$ cat src/rtl/iob_im_sprite_pkg.sv
// Register map, attribute field positions and the sprite hit rule shared by the sprite engine.
package iob_im_sprite_pkg;
  localparam int unsigned REG_LOC  = 0;
  localparam int unsigned REG_ATTR = 1;
  // BG/COL/FCNT offsets are relative to 2*N_SPR
  localparam int unsigned REG_BG   = 0;
  localparam int unsigned REG_COL  = 1;
  localparam int unsigned REG_FCNT = 2;

  localparam int unsigned ATTR_EN_BIT  = 31;
  localparam int unsigned ATTR_COL_LSB = 16;
  localparam int unsigned ATTR_HY_LSB  = 8;
  localparam int unsigned ATTR_HX_LSB  = 0;

  localparam int unsigned HIT_CW = 16;
  localparam int unsigned HIT_HW = 8;
  localparam int unsigned HIT_DW = HIT_CW + 1;

  // Signed differences one bit wider than the coordinates, so a sprite near 0 clips instead of wrapping
  function automatic logic sprite_hit(
    input logic [HIT_CW-1:0] px,
    input logic [HIT_CW-1:0] py,
    input logic [HIT_CW-1:0] x,
    input logic [HIT_CW-1:0] y,
    input logic [HIT_HW-1:0] hx,
    input logic [HIT_HW-1:0] hy
  );
    logic signed [HIT_DW-1:0] dx;
    logic signed [HIT_DW-1:0] dy;
    logic signed [HIT_DW-1:0] lim_x;
    logic signed [HIT_DW-1:0] lim_y;
    dx = $signed({1'b0, px}) - $signed({1'b0, x});
    dy = $signed({1'b0, py}) - $signed({1'b0, y});
    if (dx < 0) dx = -dx;
    if (dy < 0) dy = -dy;
    lim_x = $signed(HIT_DW'(hx));
    lim_y = $signed(HIT_DW'(hy));
    return (dx <= lim_x) && (dy <= lim_y);
  endfunction
endpackage

$ cat src/rtl/iob_im_sprite_hit.sv
// Combinational range test of one sprite against the current pixel.
module iob_im_sprite_hit
  import iob_im_sprite_pkg::*;
#(
  parameter int unsigned COORD_W = 10,
  parameter int unsigned HALF_W  = 8
) (
  input  logic               en,
  input  logic [COORD_W-1:0] px,
  input  logic [COORD_W-1:0] py,
  input  logic [COORD_W-1:0] x,
  input  logic [COORD_W-1:0] y,
  input  logic [HALF_W-1:0]  hx,
  input  logic [HALF_W-1:0]  hy,
  output logic               hit_c
);
  assign hit_c = en && sprite_hit(HIT_CW'(px), HIT_CW'(py), HIT_CW'(x), HIT_CW'(y),
                                  HIT_HW'(hx), HIT_HW'(hy));
endmodule

$ cat src/rtl/iob_im_sprite_engine.sv
// Composites N_SPR double-buffered rectangular sprites over a background colour,
// with per-frame collision flags and a 2-cycle pixel pipeline.
module iob_im_sprite_engine
  import iob_im_sprite_pkg::*;
#(
  parameter int unsigned N_SPR   = 4,
  parameter int unsigned COORD_W = 10,
  parameter int unsigned HALF_W  = 8,
  parameter int unsigned RGB_W   = 12,
  parameter int unsigned ADDR_W  = 6
) (
  input  logic               clk,
  input  logic               rst_n,
  input  logic               cfg_we,
  input  logic [ADDR_W-1:0]  cfg_addr,
  input  logic [31:0]        cfg_wdata,
  output logic [31:0]        cfg_rdata,
  input  logic               pix_valid,
  input  logic [COORD_W-1:0] pix_x,
  input  logic [COORD_W-1:0] pix_y,
  input  logic               frame_sof,
  output logic               rgb_valid,
  output logic [RGB_W-1:0]   rgb
);
  localparam int unsigned LOC_W  = 2 * COORD_W;
  localparam int unsigned A_BG   = 2 * N_SPR + REG_BG;
  localparam int unsigned A_COL  = 2 * N_SPR + REG_COL;
  localparam int unsigned A_FCNT = 2 * N_SPR + REG_FCNT;

  logic [COORD_W-1:0] x_sh  [N_SPR];
  logic [COORD_W-1:0] y_sh  [N_SPR];
  logic [HALF_W-1:0]  hx_sh [N_SPR];
  logic [HALF_W-1:0]  hy_sh [N_SPR];
  logic [RGB_W-1:0]   col_sh[N_SPR];
  logic [N_SPR-1:0]   en_sh;
  logic [RGB_W-1:0]   bg_sh;

  logic [COORD_W-1:0] x_act  [N_SPR];
  logic [COORD_W-1:0] y_act  [N_SPR];
  logic [HALF_W-1:0]  hx_act [N_SPR];
  logic [HALF_W-1:0]  hy_act [N_SPR];
  logic [RGB_W-1:0]   col_act[N_SPR];
  logic [N_SPR-1:0]   en_act;
  logic [RGB_W-1:0]   bg_act;

  logic [N_SPR-1:0] hit_c;
  logic [N_SPR-1:0] hit_v_c;
  logic             multi_c;
  logic [N_SPR-1:0] s1_hit;
  logic             s1_valid;
  logic [RGB_W-1:0] pix_c;
  logic [N_SPR-1:0] col_acc;
  logic [N_SPR-1:0] col_status;
  logic [31:0]      frame_cnt;
  logic [31:0]      rdata_c;
  logic             unused_wdata;

  assign unused_wdata = ^cfg_wdata;

  for (genvar g = 0; g < N_SPR; g++) begin : g_hit
    iob_im_sprite_hit #(.COORD_W(COORD_W), .HALF_W(HALF_W)) u_hit (
      .en(en_act[g]), .px(pix_x), .py(pix_y), .x(x_act[g]), .y(y_act[g]),
      .hx(hx_act[g]), .hy(hy_act[g]), .hit_c(hit_c[g])
    );
  end

  assign hit_v_c = pix_valid ? hit_c : '0;
  // Clearing the lowest set bit leaves something only when two or more sprites hit
  assign multi_c = |(hit_v_c & (hit_v_c - N_SPR'(1)));

  always_comb begin
    rdata_c = '0;
    for (int i = 0; i < int'(N_SPR); i++) begin
      if (cfg_addr == ADDR_W'(2 * i + REG_LOC)) rdata_c = 32'({y_sh[i], x_sh[i]});
      if (cfg_addr == ADDR_W'(2 * i + REG_ATTR)) begin
        rdata_c[ATTR_EN_BIT]                = en_sh[i];
        rdata_c[ATTR_COL_LSB +: RGB_W]      = col_sh[i];
        rdata_c[ATTR_HY_LSB +: HALF_W]      = hy_sh[i];
        rdata_c[ATTR_HX_LSB +: HALF_W]      = hx_sh[i];
      end
    end
    if (cfg_addr == ADDR_W'(A_BG))   rdata_c = 32'(bg_sh);
    if (cfg_addr == ADDR_W'(A_COL))  rdata_c = 32'(col_status);
    if (cfg_addr == ADDR_W'(A_FCNT)) rdata_c = frame_cnt;
  end

  // Shadow bank and registered read port
  always_ff @(posedge clk or negedge rst_n) begin
    if (!rst_n) begin
      for (int i = 0; i < int'(N_SPR); i++) begin
        x_sh[i] <= '0; y_sh[i] <= '0; hx_sh[i] <= '0; hy_sh[i] <= '0; col_sh[i] <= '0;
      end
      en_sh     <= '0;
      bg_sh     <= '0;
      cfg_rdata <= '0;
    end else begin
      cfg_rdata <= rdata_c;
      if (cfg_we) begin
        for (int i = 0; i < int'(N_SPR); i++) begin
          if (cfg_addr == ADDR_W'(2 * i + REG_LOC)) begin
            x_sh[i] <= cfg_wdata[COORD_W-1:0];
            y_sh[i] <= cfg_wdata[LOC_W-1:COORD_W];
          end
          if (cfg_addr == ADDR_W'(2 * i + REG_ATTR)) begin
            en_sh[i]  <= cfg_wdata[ATTR_EN_BIT];
            col_sh[i] <= cfg_wdata[ATTR_COL_LSB +: RGB_W];
            hy_sh[i]  <= cfg_wdata[ATTR_HY_LSB +: HALF_W];
            hx_sh[i]  <= cfg_wdata[ATTR_HX_LSB +: HALF_W];
          end
        end
        if (cfg_addr == ADDR_W'(A_BG)) bg_sh <= cfg_wdata[RGB_W-1:0];
      end
    end
  end

  // Active bank takes the pre-edge shadow on frame start
  always_ff @(posedge clk or negedge rst_n) begin
    if (!rst_n) begin
      for (int i = 0; i < int'(N_SPR); i++) begin
        x_act[i] <= '0; y_act[i] <= '0; hx_act[i] <= '0; hy_act[i] <= '0; col_act[i] <= '0;
      end
      en_act <= '0;
      bg_act <= '0;
    end else if (frame_sof) begin
      x_act   <= x_sh;
      y_act   <= y_sh;
      hx_act  <= hx_sh;
      hy_act  <= hy_sh;
      col_act <= col_sh;
      en_act  <= en_sh;
      bg_act  <= bg_sh;
    end
  end

  // Collision accumulation; a colliding pixel on the frame-start cycle belongs to the new frame
  always_ff @(posedge clk or negedge rst_n) begin
    if (!rst_n) begin
      col_acc    <= '0;
      col_status <= '0;
      frame_cnt  <= '0;
    end else begin
      if (frame_sof) begin
        col_status <= col_acc;
        col_acc    <= multi_c ? hit_v_c : '0;
        frame_cnt  <= frame_cnt + 32'd1;
      end else if (multi_c) begin
        col_acc <= col_acc | hit_v_c;
      end
    end
  end

  always_comb begin
    pix_c = bg_act;
    for (int i = int'(N_SPR) - 1; i >= 0; i--) begin
      if (s1_hit[i]) pix_c = col_act[i];
    end
  end

  always_ff @(posedge clk or negedge rst_n) begin
    if (!rst_n) begin
      s1_valid  <= 1'b0;
      s1_hit    <= '0;
      rgb_valid <= 1'b0;
      rgb       <= '0;
    end else begin
      s1_valid  <= pix_valid;
      s1_hit    <= hit_v_c;
      rgb_valid <= s1_valid;
      rgb       <= s1_valid ? pix_c : '0;
    end
  end
endmodule

$ cat config.mk
export PLATFORM = sky130hd
export DESIGN_NAME = iob_im_sprite_engine
export DESIGN_NICKNAME = d
export VERILOG_FILES = /design/src/rtl/iob_im_sprite_pkg.sv /design/src/rtl/iob_im_sprite_hit.sv /design/src/rtl/iob_im_sprite_engine.sv
export SDC_FILE = /design/constraint.sdc
export NUM_CORES = 1
export LEC_CHECK = 0
export ABC_AREA = 1
export CORE_UTILIZATION = 55
export DETAILED_ROUTE_END_ITERATION = 10
export PLACE_DENSITY = 0.72
export SYNTH_ARGS = -nofsm -noshare
export SYNTH_HDL_FRONTEND = slang
export SYNTH_HIERARCHICAL = 1
export SYNTH_SLANG_ARGS = --single-unit
$ cat constraint.sdc
create_clock -name clk -period 4.4 [get_ports clk]
set_input_delay 0.44 -clock clk [delete_from_list [all_inputs] [get_ports clk]]
set_output_delay 0.44 -clock clk [all_outputs]
set_load 0.05 [all_outputs]
======== Yosys cells after proc, flatten, opt, wreduce, memory -nomap -nowiden ========
Cells that the tools add are included.
cells by class
  $add $sub $neg .......................... 18
  $lt $le $gt $ge ......................... 16
  eq/ne operators ......................... 10
  muxes and demuxes ....................... 32
  bitwise logic cells ..................... 2
  reduce and logical (&&, ||, !) cells .... 20
operators with widths
  cell                                                         count
  two-way mux 32 bit                                           6
  less-or-equal comparator 17 x 9 -> 1 bit                     8
  two-way mux 17 bit                                           8
  negation 11 -> 17 bit                                        8
  two-way mux 28 bit                                           4
  less-than comparator 11 x 1 -> 1 bit, second input constant  8
  subtractor 10 x 10 -> 11 bit                                 8
  two-way mux 12 bit                                           5
  adder 32 x 1 -> 32 bit, second input constant                1
  == test 6 x 3 -> 1 bit, second input constant                4
  two-way mux 20 bit                                           1
  == test 6 x 4 -> 1 bit, second input constant                3
  AND reduction 2 bit                                          9
  two-way mux 4 bit                                            4
  == test 6 x 2 -> 1 bit, second input constant                2
  logical AND 1 bit                                            8
  == test 6 x 1 -> 1 bit, second input constant                1
  zero test 6 bit                                              1
  AND 4 bit                                                    1
  two-way mux 1 bit                                            4
  OR 4 bit                                                     1
  OR reduction 4 bit                                           1
  subtractor 4 x 1 -> 4 bit, second input constant             1
  nonzero test 2 bit                                           1
word-level totals
  register bits after elaboration ......... 506
  input port bits ......................... 63
  output and inout port bits .............. 45
  word-level logic and storage cells ...... 153

======== Logic depth before layout (Yosys ltp) ========
Gate-level depths: netlist of the first run.
  depth in word-level cells ............... 12
  gate-level depth with buffers ........... 36
  mapped depth without buffers ............ 36

======== Modules after synthesis ========
Netlist of the first run, hierarchy kept.
modules (own cells, without submodules)
  module                                  times used  cells each  area an instance (um2)  seq. area each (um2)
  iob_im_sprite_engine                    1           2389        20742.4                 12662.1
  iob_im_sprite_hit (g_hit[1].u_hit ...)  3           413         2203.4                  0.0
  iob_im_sprite_hit (g_hit[0].u_hit)      1           426         2187.1                  0.0

======== Worst setup path before layout of the first run ========
Ideal clock, no wire load.
  path type ............................... input -> register
  start ................................... in pix_x[0]
  end ..................................... reg col_acc[3]
  setup time .............................. 0.137 ns
  data arrival time ....................... 3.604 ns
  data required time ...................... 4.263 ns
  path slack .............................. 0.659 ns
  cell stages on the path ................. 36
  path buffers ............................ 0
  cells stage by stage .................... inv_1 -> ha_1 -> inv_1 -> fa_1 -> nand2_1 -> nand3_1 -> nand3_2 -> nand2_2 -> nand2_1 -> nand3_2 -> inv_2 -> nand2_1 -> xor2_1 -> inv_1 -> ha_1 -> nand2_1 -> nor2_1 -> nand2_1 -> nand3_1 -> nand2_1 -> nand2_1 -> nand2_1 -> nand2_1 -> nand2_1 -> nand3_1 -> nor2_1 -> nand2_1 -> nor2_1 -> nand2_1 -> nand3_1 -> nand2_1 -> o21ai_0 -> nor2_1 -> nand2_1 -> a21oi_1 -> a21oi_1
between the ends
  longest elaborated chain between the ends .. 12
ends and longest elaborated chain
  item                                                                           RTL line                     text
  from (decl)                                                                    iob_im_sprite_engine.sv:19   input logic [COORD_W-1:0] pix_x,
  subtractor 10 x 10 -> 11 bit (*)                                               iob_im_sprite_pkg.sv:32      dx = $signed({1'b0, px}) - $signed({1'b0, x});
  negation 11 -> 17 bit or less-than comparator 11 x 1 -> 1 bit (tied branches)  iob_im_sprite_pkg.sv:34      if (dx < 0) dx = -dx;
  two-way mux 17 bit (*)                                                         iob_im_sprite_pkg.sv:34
  less-or-equal comparator 17 x 9 -> 1 bit (*)                                   iob_im_sprite_pkg.sv:38      return (dx <= lim_x) && (dy <= lim_y);
  logical AND 1 bit (*)                                                          iob_im_sprite_pkg.sv:38
  logical AND 1 bit (*)                                                          iob_im_sprite_hit.sv:17      assign hit_c = en && sprite_hit(HIT_CW'(px), HIT_CW'(py), HIT_CW'(x), HIT_CW'(y),
  named net hit_c[0]                                                             iob_im_sprite_engine.sv:46   logic [N_SPR-1:0] hit_c;
  two-way mux 4 bit (*)                                                          iob_im_sprite_engine.sv:67   assign hit_v_c = pix_valid ? hit_c : '0;
  subtractor 4 x 1 -> 4 bit                                                      iob_im_sprite_engine.sv:69   assign multi_c = |(hit_v_c & (hit_v_c - N_SPR'(1)));
  AND 4 bit (*)                                                                  iob_im_sprite_engine.sv:69
  OR reduction 4 bit (*)                                                         iob_im_sprite_engine.sv:69
  two-way mux 4 bit                                                              iob_im_sprite_engine.sv:144  col_acc <= multi_c ? hit_v_c : '0;
  two-way mux 4 bit                                                              iob_im_sprite_engine.sv:142  if (frame_sof) begin
  to (signal assigned)                                                           iob_im_sprite_engine.sv:144
  to (signal assigned)                                                           iob_im_sprite_engine.sv:147  col_acc <= col_acc | hit_v_c;
  to (decl)                                                                      iob_im_sprite_engine.sv:52   logic [N_SPR-1:0] col_acc;
The timed path passes the listed nets; every way through them passes the cells marked *. The select of a mux whose other input is x is not followed.
A chain may end at the register's enable or synchronous reset.

======== Worst setup path after layout of the first run ========
  start ................................... reg y_act[10] (netlist bit)
  end ..................................... reg col_acc[3]
between the ends
  longest elaborated chain between the ends .. 12
ends and longest elaborated chain
  item                                                                           RTL line                     text
  from (decl)                                                                    iob_im_sprite_engine.sv:39   logic [COORD_W-1:0] y_act [N_SPR];
  from (signal assigned)                                                         iob_im_sprite_engine.sv:126  y_act <= y_sh;
  subtractor 10 x 10 -> 11 bit (*)                                               iob_im_sprite_pkg.sv:33      dy = $signed({1'b0, py}) - $signed({1'b0, y});
  negation 11 -> 17 bit or less-than comparator 11 x 1 -> 1 bit (tied branches)  iob_im_sprite_pkg.sv:35      if (dy < 0) dy = -dy;
  two-way mux 17 bit (*)                                                         iob_im_sprite_pkg.sv:35
  less-or-equal comparator 17 x 9 -> 1 bit (*)                                   iob_im_sprite_pkg.sv:38
  logical AND 1 bit (*)                                                          iob_im_sprite_pkg.sv:38
  logical AND 1 bit (*)                                                          iob_im_sprite_hit.sv:17
  named net hit_c[2]                                                             iob_im_sprite_engine.sv:46
  two-way mux 4 bit (*)                                                          iob_im_sprite_engine.sv:67
  subtractor 4 x 1 -> 4 bit                                                      iob_im_sprite_engine.sv:69
  AND 4 bit (*)                                                                  iob_im_sprite_engine.sv:69
  OR reduction 4 bit (*)                                                         iob_im_sprite_engine.sv:69
  two-way mux 4 bit                                                              iob_im_sprite_engine.sv:144
  two-way mux 4 bit                                                              iob_im_sprite_engine.sv:142
The timed path passes the listed nets; every way through them passes the cells marked *.

==> run_results.csv, run 1 <==
group,metric,value,unit
route,wl,83700,µm
cts,htreeDepth,2,
place,hpwlAfterDp,61500,µm
pwr,total_power,0.0146,W
synth,synth_cell_types,45,
die,core_area,52800,µm²
global_routing,grt_start_max_net_pins,221,
setup_path,path_common_cell,"nand2_1",
finish,final_net_count,4618,
synth,synth_top_area_cell,"dfrtp_1",
setup_path,crit_slowest_cell,"fa_1",
setup_path,cp.arrival,4.56,ns
setup_path,critPathTopFamily,"simple AND/OR/NAND/NOR gates",
timing,finClkSkew,0.0202,ns
cts,cts_buffers,48,
finish,drive_above_1_share,12.8,%
timing,rsz0062_at_grt,"no",
timing,setup_tns,0,ns
synth,synth_edf_count,0,
pwr,power_leakage,18.6,nW
die,io_pins,108,
global_routing,grt_pass1_wl,134000,µm
cts,cts_tree,"done",
route,vias_per_cell,5.27,
synth,netlist_instances,4054,
die,fp.dieH,234,µm
synth,synth_top_cells_by_count,"1,586 x nand2_1, 517 x inv_1, 506 x dfrtp_1",
synth,yosys.area.top_type_share,42.9,%
timing,slew_violations,0,
synth,yosysSeqAreaShare,42.9,%
global_routing,gr-usage-all-layers,31.5,%
global_routing,grt_pass1_vias,25500,
synth,syn_area,29500,µm²
timing,hold_slack,0.320,ns
pwr,vdd_drop_max,0.339,mV
place,dp.cells,5027,
timing,slew-limit-headroom,31.1,%
route,ant_nets,0,
setup_path,cp_num_buf_inv,4,
cts,clk_pin_slew,0.07,ns
synth,synth-seq-cells,506,
place,placed_cell_area,33400,µm²
pwr,power.density,416,nW/µm²
synth,avgSynthCellArea,7.29,µm²
place,port_buffers,104,
setup_path,critPathCaptureType,"register",
synth,yosysMostFrequentCell,"nand2_1",
die,initial_core_util,56.0,%
cts,root_buffer,"clkbuf_16",
cts,clockBufferDepth,3,
timing,layout_min_cycle_time,4.04,ns
route,routedWlPerCell,16.4,µm
die,die_area,54600,µm²
timing,setup_viol,0,
finish,antenna_cells,0,
setup_path,cpPeakStageDelay,0.42,ns
timing,tightest_slew,1.03,ns
place,place.gp.congestion,0.923,
global_routing,gr-total-overflow,0,
timing,finalHoldViolCount,0,
finish,instances_no_fill,5116,
route,drt_iter0_drc,2343,
cts,insertion_delay,0.61,ns
route,num_vias,27000,
synth,synthArstFlopShare,100,%
cts,clkSinkCount,506,
outcome,status,"complete, no violations",
finish,syn_to_final_growth,18.9,%
setup_path,required,4.91,ns
setup_path,cp_max_fo,3,
route,firstDrtPassIters,9,
synth,synth_area_leaders,"dfrtp_1 43%, nand2_1 20%, inv_1 6.6%, ha_1 6.5%, nand3_1 3.1%",
flow_run,drv_cap,0,
hold_path,hold_class,"in -> reg",
finish,finalInstanceArea,35100,µm²
die,rows,84,
route,drc,0,
global_routing,antenna_found_initial,3,
timing,achievable-frequency,0.247,GHz
setup_path,startpoint_type,"register",
setup_path,path_class,"reg -> reg",
timing,min_period_over_period,91.9,%
finish,fillers,4584,
synth,yosys_warnings,6,
synth,synth_nets,4278,
die,die_w,234,µm
synth,synthFlopType,"dfrtp_1",
## power by group
part	total [W]	internal (W)	switching, W
combinational	0.00476	0.00198	0.00278
clock	0.00423	0.00241	0.00181
sequential	0.00563	0.00521	0.000425
total	0.0146	0.00960	0.00502
## final cells by class
class                           instances  area, µm²  area share [%]
Multi-Input combinational cell       2865      14400            41.0
Clock inverter                         14        183           0.520
Sequential cell                       506      12700            36.1
Clock buffer                           70       1410            4.03
Inverter                              557       2100            5.99
Tap cell                              688        861            2.45
Timing Repair Buffer                  416       3510            9.99
## routing by layer
metal,GRT usage (%),up-vias,share of wire [%]
li1,-,13300,-
met1,43.4,12600,43
met5,0,-,0.027
met4,12.1,4,3.9
met2,50.0,896,45
met3,5.09,174,7.5
## cells in the final DEF, fill, tap and decap left out, drive strengths merged
| cell | instances |
|---|---|
| a211oi | 12 |
| a21boi | 2 |
| a21o | 1 |
| a21oi | 101 |
| a22oi | 9 |
| a31oi | 9 |
| buf | 313 |
| bufinv | 3 |
| clkbuf | 70 |
| clkdlybuf4s50 | 100 |
| clkinv | 15 |
| dfrtp | 506 |
| dlygate4sd3 | 1 |
| dlymetal6s2s | 2 |
| fa | 8 |
| ha | 153 |
| inv | 553 |
| nand2 | 1640 |
| nand3 | 198 |
| nand3b | 7 |
| nand4 | 51 |
| nor2 | 223 |
| nor3 | 19 |
| nor4 | 2 |
| o2111ai | 9 |
| o21ai | 315 |
| o21bai | 7 |
| o22ai | 2 |
| or2 | 13 |
| xnor2 | 15 |
| xor2 | 69 |
## logic make-up (layout without fill, tap and decap cells)
kind of cell / count (synthesis) / count (layout) / synth area share (%)
flip-flops: 506 / 506 / 42.9
adder cells (fa/ha/maj): 161 / 161 / 7.02
AO/OA/AOI/OAI: 467 / 467 / 8.60
XOR/XNOR: 84 / 84 / 2.68
AND/OR/NAND/NOR: 2153 / 2153 / 30.0
buffers and inverters: 683 / 1057 / 8.83
## worst paths after layout
path	from	to	slack [ns]	depth (start not counted)
max	y_act[10]	col_acc[3]	0.36	29
max in group asynchronous	rst_n	hy_act[10]	2.80	3
min in group asynchronous	rst_n	hx_act[5]	0.51	2
min	frame_sof	frame_cnt[1]	0.32	4
max reg2reg	y_act[10]	col_acc[3]	0.36	29
min reg2reg	col_act[45]	col_act[45]	0.47	2
## state kept, by name (all words and copies together) (netlist names), 40 cells and up
name / cells
col_act: 48
col_sh: 48
x_act: 40
x_sh: 40
y_act: 40
y_sh: 40
## stage by stage
stage               setup WS, ns  utilization [%]
finish                     0.357             66.6
global route             0.00601             66.6
detailed placement        -0.592             63.3
CTS                       0.0365             66.3
global placement          -0.392             63.3
floorplan                  0.659                -
## what timing repair did
item | 4_1_cts | 5_1_grt
resized for setup | 0 | 33
hold endpoints to repair | 40 | 0
hold buffers | 1 | 0
endpoints found under the setup margin | 0 | 5
buffers inserted | 0 | 4
## worst min-delay path, stage by stage
cell	delay, ns
buf_6	0.10
inv_6	0.16
nand2_1	0.11
nand2_1	0.04
Power figures use the tool's default switching activity.
==> run 2, diff against run 1 <==
--- a/config.mk
+++ b/config.mk
@@ -6,6 +6,7 @@
 export NUM_CORES = 1
 export LEC_CHECK = 0
 export ABC_AREA = 1
+export CORE_MARGIN = 2
 export CORE_UTILIZATION = 55
 export DETAILED_ROUTE_END_ITERATION = 10
 export PLACE_DENSITY = 0.72
==> constraint.sdc (replaced) <==
create_clock -name clk -period 5.1 [get_ports clk]
set_input_delay 0.51 -clock clk [delete_from_list [all_inputs] [get_ports clk]]
set_output_delay 0.51 -clock clk [all_outputs]
set_load 0.05 [all_outputs]
==> run_results.csv, run 2 (synthesis gave the netlist of run 1 again) <==
group,metric,value,unit
die,initial_core_util,55.9,%
global_routing,gr-usage-all-layers,29.9,%
setup_path,required,5.58,ns
die,io_pins,108,
cts,cts_setup_buffers,0,
cts,cts_resized,0,
timing,setup_viol,0,
pwr,clockPowerShare,31.6,%
route,wl,81900,µm
pwr,swShare,34.3,%
finish,final_common_cell,"nand2_1",
place,place.gp.congestion,0.914,
cts,holdBufCountCts,1,
timing,slew_violations,0,
global_routing,gr-total-overflow,0,
cts,clkSinkCount,506,
die,die_area,55600,µm²
setup_path,cpPeakStageDelay,0.45,ns
global_routing,grt_pass1_vias,24400,
cts,cts_buffers,50,
die,die_w,236,µm
pwr,power_leakage,17.4,nW
route,firstDrtPassIters,6,
place,pre_cts_slack,0.133,ns
pwr,power.density,370,nW/µm²
global_routing,grt_pass1_wl,131000,µm
setup_path,cp_max_fo,4,
timing,tightest_slew,1.00,ns
cts,insertion_delay,0.62,ns
pwr,p_int,0.00805,W
hold_path,hold_class,"in -> reg",
timing,slew-limit-headroom,33.1,%
timing,layout_min_cycle_time,4.34,ns
cts,root_buffer,"clkbuf_16",
setup_path,critPathCaptureType,"register",
setup_path,startpoint_type,"input pin",
finish,fillers,4739,
cts,htreeDepth,2,
timing,finalHoldViolCount,0,
route,drt_iter0_drc,2064,
timing,setup_tns,0,ns
timing,achievable-frequency,0.230,GHz
timing,min_period_over_period,85.1,%
route,num_vias,25800,
flow_run,drv_cap,0,
global_routing,grt_start_max_net_pins,183,
place,port_buffers,104,
cts,clk_pin_slew,0.06,ns
die,core_area,52900,µm²
setup_path,crit_slowest_cell,"clkdlybuf4s50_1",
setup_path,cp.arrival,4.82,ns
route,drc,0,
finish,reg_top3,"col_act x48, col_sh x48",
global_routing,antenna_found_initial,1,
die,fp.dieH,236,µm
timing,worst_slack,0.760,ns
pwr,p_switching,0.00421,W
finish,final_net_count,4363,
timing,hold_slack,0.364,ns
pwr,power_frac_comb,28.8,%
pwr,vdd_drop_max,0.298,mV
setup_path,path_class,"in -> reg",
place,hpwlAfterDp,59300,µm
route,routedWlPerCell,16.8,µm
finish,drive_above_1_share,6.87,%
timing,rsz0062_at_grt,"no",
route,vias_per_cell,5.30,
route,ant_nets,0,
pwr,seqPwrFrac,39.5,%
place,dp.cells,4774,
setup_path,path_common_cell,"nand2_1",
cts,cts_tree,"done",
finish,instances_no_fill,4867,
timing,finClkSkew,0.0274,ns
die,rows,84,
cts,clockBufferDepth,3,
finish,final_cell_mix,"1,582 x nand2_1, 517 x inv_1, 506 x dfrtp_1",
outcome,status,"complete, no violations",
finish,syn_to_final_growth,12.3,%
-- run 2: cell types whose count changed in the layout (fill, tap and decap cells not counted), moves of 3 or more --
cell and change:
inv_2 -3, nor2_2 -8, nand3_2 -3, buf_4 -252, clkbuf_8 +4, nand2_1 +8
ha_1 +4, nand2_2 -8, buf_12 -5, nor2_1 +9, nand3_1 +3, inv_1 +3
-- run 2: area by class of cell --
cell class	instances	area, µm²	area share [%]
tap	688	861	2.59
clock inverter	15	229	0.690
timing repair buffer	159	1510	4.56
multi-input combinational	2865	14300	43.1
sequential	506	12700	38.2
antenna	1	2.50	0.00754
clock buffer	76	1520	4.58
inverter	557	2100	6.34
-- run 2: metal layers --
| layer | GRT usage, % | vias up | part of all wire, % |
|---|---|---|---|
| met3 | 3.88 | 144 | 5.8 |
| met2 | 48.3 | 730 | 46 |
| met5 | 0 | - | 0 |
| li1 | - | 12800 | - |
| met4 | 10.8 | 0 | 3.6 |
| met1 | 41.4 | 12100 | 45 |
-- run 2: per-stage QoR --
step,power [W],instance area [µm²],utilization (%)
2_1_floorplan,0.00741,29500,-
3_3_place_gp,0.00832,31400,59.4
3_5_place_dp,0.00842,31400,59.4
4_1_cts,0.0123,33200,62.7
5_1_grt,0.0131,33200,62.7
6_report,0.0123,33200,62.7
-- run 2: final timing paths --
path                                  start      endpoint  slack [ns]  cells past startpoint
worst max-delay path               pix_x[0]    col_acc[3]        0.76                     37
worst min-delay path              frame_sof  frame_cnt[1]        0.36                      3
worst max register to register    y_act[20]    col_acc[3]        0.91                     34
worst min register to register  col_act[45]   col_act[45]        0.47                      2
max in group asynchronous             rst_n      y_act[0]        3.38                      3
min in group asynchronous             rst_n     hx_act[1]        0.48                      2
-- run 2: power by group through the flow --
stage / Clock (W) / Sequential, W / Combinational, W
finish: 0.00388 / 0.00485 / 0.00353
global route: 0.00408 / 0.00490 / 0.00409
CTS: 0.00392 / 0.00484 / 0.00355
detailed placement: 0 / 0.00490 / 0.00352
global placement: 0 / 0.00489 / 0.00344
floorplan: 0 / 0.00484 / 0.00258
-- run 2: worst max-delay path: cells and delay by family --
kind | cells | cell delay, ns
AOI/OAI and AO/OA | 3 | 0.28
xor gates and xnor gates | 1 | 0.14
adders and majority gates | 4 | 1.04
buffers and inverters | 8 | 1.08
and+or+nand+nor | 21 | 1.76
